==> config.mk <==
export PLATFORM = sky130hd
export DESIGN_NAME = halfdup_bit_ctrl
export DESIGN_NICKNAME = d
export VERILOG_FILES = /design/src/rtl/halfdup_pkg.sv /design/src/rtl/halfdup_bit_ctrl_tick.sv /design/src/rtl/halfdup_bit_ctrl.sv
export SDC_FILE = /design/constraint.sdc
export NUM_CORES = 1
export LEC_CHECK = 0
export ABC_CLOCK_PERIOD_IN_PS = 5500
export CAP_MARGIN = 20
export CORE_MARGIN = 2
export CORE_UTILIZATION = 40
export DETAILED_ROUTE_END_ITERATION = 16
export PLACE_DENSITY_LB_ADDON = 0.15
export SYNTH_ARGS = -nofsm -noshare
export SYNTH_HDL_FRONTEND = slang
export SYNTH_HIERARCHICAL = 1
export SYNTH_SLANG_ARGS = --single-unit
==> constraint.sdc <==
create_clock -name CLK -period 5.5 [get_ports CLK]
set_clock_uncertainty 0.1 [all_clocks]
set_input_delay 0.825 -clock CLK [delete_from_list [all_inputs] [get_ports CLK]]
set_output_delay 0.825 -clock CLK [all_outputs]
set_load 0.01 [all_outputs]
==> src/rtl/halfdup_pkg.sv <==
// Shared definitions for the half-duplex bit-serial controller:
// state encodings and counter-width helper.
package halfdup_pkg;

  typedef logic [1:0] state_t;

  localparam state_t ST_IDLE  = 2'd0;
  localparam state_t ST_WRITE = 2'd1;
  localparam state_t ST_READ  = 2'd2;
  localparam state_t ST_DONE  = 2'd3;

  function automatic int clog2(input int value);
    int r;
    r = 0;
    for (int i = 0; i < 31; i++) begin
      if ((1 << i) < value) r = i + 1;
    end
    return r;
  endfunction

endpackage

==> src/rtl/halfdup_bit_ctrl_tick.sv <==
// Bit-rate divider: registered tick pulse once every CLKDIV cycles while run=1.
// run is the controller's next-cycle busy, so the first tick lands CLKDIV cycles after accept.
module bit_tick_gen
  import halfdup_pkg::*;
#(
  parameter int CLKDIV = 4
) (
  input  logic CLK,
  input  logic RST,
  input  logic run,
  output logic tick
);

  localparam int CW = (clog2(CLKDIV) < 1) ? 1 : clog2(CLKDIV);
  localparam logic [CW-1:0] LAST = CW'(CLKDIV - 1);

  // div_cnt holds the phase of the upcoming cycle, which lets tick itself be a flop
  logic [CW-1:0] div_cnt;

  always_ff @(posedge CLK or posedge RST) begin
    if (RST) begin
      div_cnt <= '0;
      tick    <= 1'b0;
    end else if (!run) begin
      div_cnt <= '0;
      tick    <= 1'b0;
    end else begin
      tick    <= (div_cnt == LAST);
      div_cnt <= (div_cnt == LAST) ? '0 : div_cnt + CW'(1);
    end
  end

endmodule

==> src/rtl/halfdup_bit_ctrl.sv <==
// Half-duplex bit-serial transaction controller driving a registered pad buffer:
// MSB-first DW-bit write serialisation or DW-bit read deserialisation, DW+1 bit ticks each.
module halfdup_bit_ctrl
  import halfdup_pkg::*;
#(
  parameter int DW     = 8,
  parameter int CLKDIV = 4
) (
  input  logic          CLK,
  input  logic          RST,
  input  logic          start,
  input  logic          rd,
  input  logic [DW-1:0] wdata,
  output logic          busy,
  output logic          done,
  output logic [DW-1:0] rdata,
  output logic          pad_i,
  output logic          pad_en,
  output logic          pad_ce,
  input  logic          pad_o
);

  localparam int BW = clog2(DW + 2);

  state_t          state_reg;
  state_t          state_next;
  logic [BW-1:0]   bit_cnt;
  logic [DW-1:0]   sr;
  logic            accept;
  logic            last_tick;
  logic            run;

  assign accept    = start && !busy;
  assign last_tick = pad_ce && (bit_cnt == BW'(DW));
  assign run       = (state_next == ST_WRITE) || (state_next == ST_READ);

  bit_tick_gen #(.CLKDIV(CLKDIV)) u_tick (
    .CLK  (CLK),
    .RST  (RST),
    .run  (run),
    .tick (pad_ce)
  );

  always_comb begin
    state_next = state_reg;
    case (state_reg)
      ST_IDLE, ST_DONE: state_next = accept ? (rd ? ST_READ : ST_WRITE) : ST_IDLE;
      ST_WRITE, ST_READ: if (last_tick) state_next = ST_DONE;
      default: state_next = ST_IDLE;
    endcase
  end

  always_ff @(posedge CLK or posedge RST) begin
    if (RST) begin
      state_reg <= ST_IDLE;
      busy      <= 1'b0;
      done      <= 1'b0;
      rdata     <= '0;
      pad_i     <= 1'b0;
      pad_en    <= 1'b0;
      bit_cnt   <= '0;
      sr        <= '0;
    end else begin
      state_reg <= state_next;
      busy      <= run;
      done      <= (state_next == ST_DONE);
      if (accept) begin
        bit_cnt <= '0;
        sr      <= rd ? '0 : wdata;
        pad_i   <= rd ? 1'b0 : wdata[DW-1];
        pad_en  <= !rd;
      end else if (pad_ce) begin
        bit_cnt <= bit_cnt + BW'(1);
        if (state_reg == ST_WRITE) begin
          // The LSB stays presented through ticks DW and DW+1
          if (bit_cnt < BW'(DW - 1)) begin
            sr    <= sr << 1;
            pad_i <= sr[DW-2];
          end
          if (last_tick) begin
            pad_en <= 1'b0;
            pad_i  <= 1'b0;
          end
        end else if (state_reg == ST_READ) begin
          // pad_o on tick 1 predates the first sample of this transaction
          if (bit_cnt != '0) sr <= {sr[DW-2:0], pad_o};
          if (last_tick) rdata <= {sr[DW-2:0], pad_o};
        end
      end
    end
  end

endmodule

==> results.rst <==
.. list-table::
   :header-rows: 1

   * - Metric
     - Value
   * - Final critical-path share of the clock period
     - 0.445
   * - R2R Path Start
     - busy
   * - Delay of the slowest cell on the worst path
     - 0.48 ns
   * - Clock tree buffer depth
     - 2
   * - Post-CTS clock slew at the launch and capture registers of the worst setup and hold paths
     - roughly 0.14 ns
   * - Post-synthesis instance total
     - between 100 and 150
   * - Combinational share of power
     - 0.352
   * - Most frequent standard cell in the layout excluding fill and tap cells
     - sky130_fd_sc_hd__dfrtp_1
   * - Horizontal die dimension
     - 63.6 um
   * - Outcome
     - finished clean
   * - Path class of the lowest-slack min-delay path
     - register to register
   * - Finished Cell Area
     - 1750 um2
   * - Resized Gates After CTS
     - 0
   * - Worst setup path startpoint
     - start
   * - Largest regs
     - rdata: 8 flops, sr: 7 flops, bit_cnt: 4 flops
   * - Root buffer selected by CTS
     - sky130_fd_sc_hd__clkbuf_4
   * - Wire length per cell after detailed routing
     - 13.5 um
   * - Worst path required time
     - approximately 5.6 ns
   * - DRC violation count after routing
     - 0
   * - Peak supply drop
     - 0.000206 V
   * - Antenna diodes
     - 0
   * - First-pass GRT wire length
     - 4410 um
   * - Startpoint type of the worst setup path
     - input port
   * - Wirelength, routed
     - about 2600 um
   * - Min Tclk post-route
     - 2.45 ns
   * - Area of all sequential standard cells
     - 701 um2
   * - Die area
     - slightly above 4000 um2
   * - Crit path arrival time
     - 2.58 ns
   * - Pin count of the biggest net entering global routing
     - 26
   * - Sequential Power Share
     - 0.483
   * - NetSw
     - a little over 0.2 mW
   * - Net Count, Synth
     - 140
   * - Worst setup slack after layout
     - ~3 ns
   * - CP delay by family, top
     - simple AND/OR/NAND/NOR gates
   * - Site row count
     - 21
   * - Worst-case register-to-register setup slack
     - between 3 and 4 ns
   * - Critical Path Sink
     - u_tick/tick
   * - Destination of the worst register-to-register timing path
     - u_tick/tick
   * - Max Fanout on Critical Path
     - 15
   * - Internal power
     - slightly above 0.4 mW
   * - Mean number of vias per cell
     - 4.83
   * - Count of different cell masters after synthesis
     - 32
   * - Number of clock buffers inserted by TritonCTS
     - 3
   * - Highest attainable clock frequency
     - 0.408 GHz
   * - Post-synth design cell area
     - 1420 um2
   * - Synthesized area per cell
     - between 10 and 15 um2
   * - Worst Hold Depth
     - 1
   * - Sequential area share after synthesis
     - 0.493
   * - Fin. max-slew vios
     - 0
   * - Leakage dissipation
     - 0.786 nW
   * - Number of buffers added for setup after CTS
     - 0
   * - First-iteration detailed-routing DRC count
     - 31
   * - Chain of cells forming the critical path
     - clkdlybuf4s50_1 > nand2b_1 > nor2_1 > nand2_1 > o21ai_0 > ha_1 > and2_2
   * - Hold-fix buffer count after cts
     - 0
   * - Multi-input gate area
     - 634 um2
   * - Vias post-DR
     - 928
   * - Number of global-route vias before repair
     - 934
   * - CTS tree
     - yes
   * - Top reg by flops
     - rdata
   * - Layout cells sized above 1
     - 0.151
   * - Routability-driven placement congestion ratio
     - ~0.72
   * - Detailed-placement wirelength estimate
     - roughly 1800 um
   * - Max Cap Violations
     - 0
   * - Pre-CTS setup slack
     - 2.71 ns
   * - Remaining Overflow, GRT
     - 0
   * - Number of synthesized register bits
     - 28
   * - Total clock sinks
     - 28
   * - Synthesis Warnings
     - 6
   * - Critical Path Sink Type
     - register
   * - Relative contribution of the clock network to total power
     - 0.165
   * - Unrepaired setup endpoints after global routing
     - false
   * - Count of buffers inserted at the top-level ports
     - 25
   * - CP max-delay cell
     - sky130_fd_sc_hd__clkdlybuf4s50_1
   * - Number of flip-flops under the largest register name
     - 8
   * - Count of nets left with antenna violations after detail routing
     - 0
   * - Antenna violations before repair
     - 0
   * - Chip height
     - 63.6 um
   * - Tot GR Track Use
     - 0.141
   * - Count of cell instances traversed by the critical path
     - 7
   * - DP Area
     - 1690 um2
   * - Max-slew headroom at the worst pin
     - 0.635
   * - Setup TNS Final
     - 0 ns
   * - Transition time at the pin with the least slew margin
     - 0.547 ns
   * - Top-level I/O count
     - 26
   * - Category of the most critical setup path
     - input port to register
   * - Power per standard cell area
     - 346 nW/um2
   * - First-pass iteration count of the detailed router
     - 4
   * - Count of buffer and inverter cells on the critical path
     - 1
   * - Number of H-tree branching levels
     - 1
   * - Leading cell types in the layout, fill and taps excluded
     - sky130_fd_sc_hd__dfrtp_1, sky130_fd_sc_hd__clkdlybuf4s50_1, sky130_fd_sc_hd__inv_1, sky130_fd_sc_hd__a21oi_1, sky130_fd_sc_hd__mux2_4
   * - Fillers
     - 327
   * - Hold_ws
     - 0.383 ns
   * - Worst skew pair latency
     - around 0.33 ns
   * - Initial core utilization
     - 0.423
   * - R2r worst-path depth
     - 6
   * - Synth-to-layout area growth
     - 23.1%
   * - Area of the core
     - 3360 um2
   * - Final net count
     - 166
   * - Final Hold Fails
     - 0
   * - Switching share of total power
     - 0.332
   * - Count of final setup violators
     - 0
[cells by family after synthesis]
kind of cell	Yosys count	synth area share
AO/OA/AOI/OAI	20	0.0880
flip-flops	28	0.493
buffers and inverters	17	0.0616
adder cells (fa/ha/maj)	6	0.0528
multiplexers	16	0.144
XOR/XNOR	3	0.0185
AND/OR/NAND/NOR	31	0.142
[worst register-to-register path, stage by stage, from the launching register on]
cell and delay [ns]:
sky130_fd_sc_hd__dfrtp_1 0.44, sky130_fd_sc_hd__nand2b_1 0.41, sky130_fd_sc_hd__nor2_1 0.27, sky130_fd_sc_hd__nand2_1 0.07
sky130_fd_sc_hd__o21ai_0 0.11, sky130_fd_sc_hd__ha_1 0.31, sky130_fd_sc_hd__and2_2 0.20
[stage by stage]
step | cells | utilization | power [mW]
after floorplan | 121 | - | 0.443
after global placement | 187 | 0.502 | 0.501
after global routing | 192 | 0.521 | 0.653
after CTS | 191 | 0.513 | 0.612
final | 192 | 0.521 | 0.605
after detailed placement | 187 | 0.502 | 0.509
[worst min-delay path by stage]
stage                      startpoint                 to  slack [ns]
CTS                 u_tick/div_cnt[0]  u_tick/div_cnt[0]        0.37
global placement    u_tick/div_cnt[0]  u_tick/div_cnt[0]        0.34
floorplan           u_tick/div_cnt[0]  u_tick/div_cnt[0]        0.33
detailed placement  u_tick/div_cnt[0]  u_tick/div_cnt[0]        0.35
global route        u_tick/div_cnt[0]  u_tick/div_cnt[0]        0.39
finish              u_tick/div_cnt[0]  u_tick/div_cnt[0]        0.38
[cell type report]
cell class | instances | area share
Inverter | 12 | 0.0257
Sequential cell | 28 | 0.400
Multi-Input combinational cell | 76 | 0.362
Timing Repair Buffer | 26 | 0.159
Tap cell | 46 | 0.0329
Clock buffer | 4 | 0.0207
[synthesized netlist by cell type, drive strengths merged]
library cell  number  share of area
nor2b              2          0.014
clkbuf             1         0.0026
dfrtp             28           0.49
xnor2              1         0.0062
a211oi             1         0.0088
nand3              1         0.0035
nand2              3         0.0079
a21o               1         0.0053
inv               12          0.032
xor2               2          0.012
nor2               9          0.026
o21ai              6          0.021
and2               2         0.0097
ha                 6          0.053
mux2               9          0.095
nand2b             2         0.0088
and4b              1         0.0097
nand4              1         0.0044
buf                4          0.027
and3               1         0.0079
nand3b             2          0.011
a21oi             11          0.047
a2bb2oi            1         0.0062
mux2i              7          0.049
nor3b              7          0.040
[power groups by stage]
stage,clock network [mW],registers [mW],logic (mW)
after floorplan,0,0.293,0.150
after global placement,0,0.296,0.205
after detailed placement,0,0.298,0.211
after CTS,0.106,0.293,0.213
after global routing,0.115,0.300,0.239
final,0.0998,0.292,0.213
[routing by layer]
| layer | global-route usage | vias to the layer above | routed length (um) |
|---|---|---|---|
| li1 | - | 455 | - |
| met1 | 0.203 | 452 | 1270 |
| met2 | 0.204 | 17 | 1180 |
| met3 | 0.0304 | 4 | 94 |
| met4 | 0.0571 | 0 | 36 |
| met5 | 0 | - | 0 |
No activity file was read; power rests on OpenSTA's default activity.
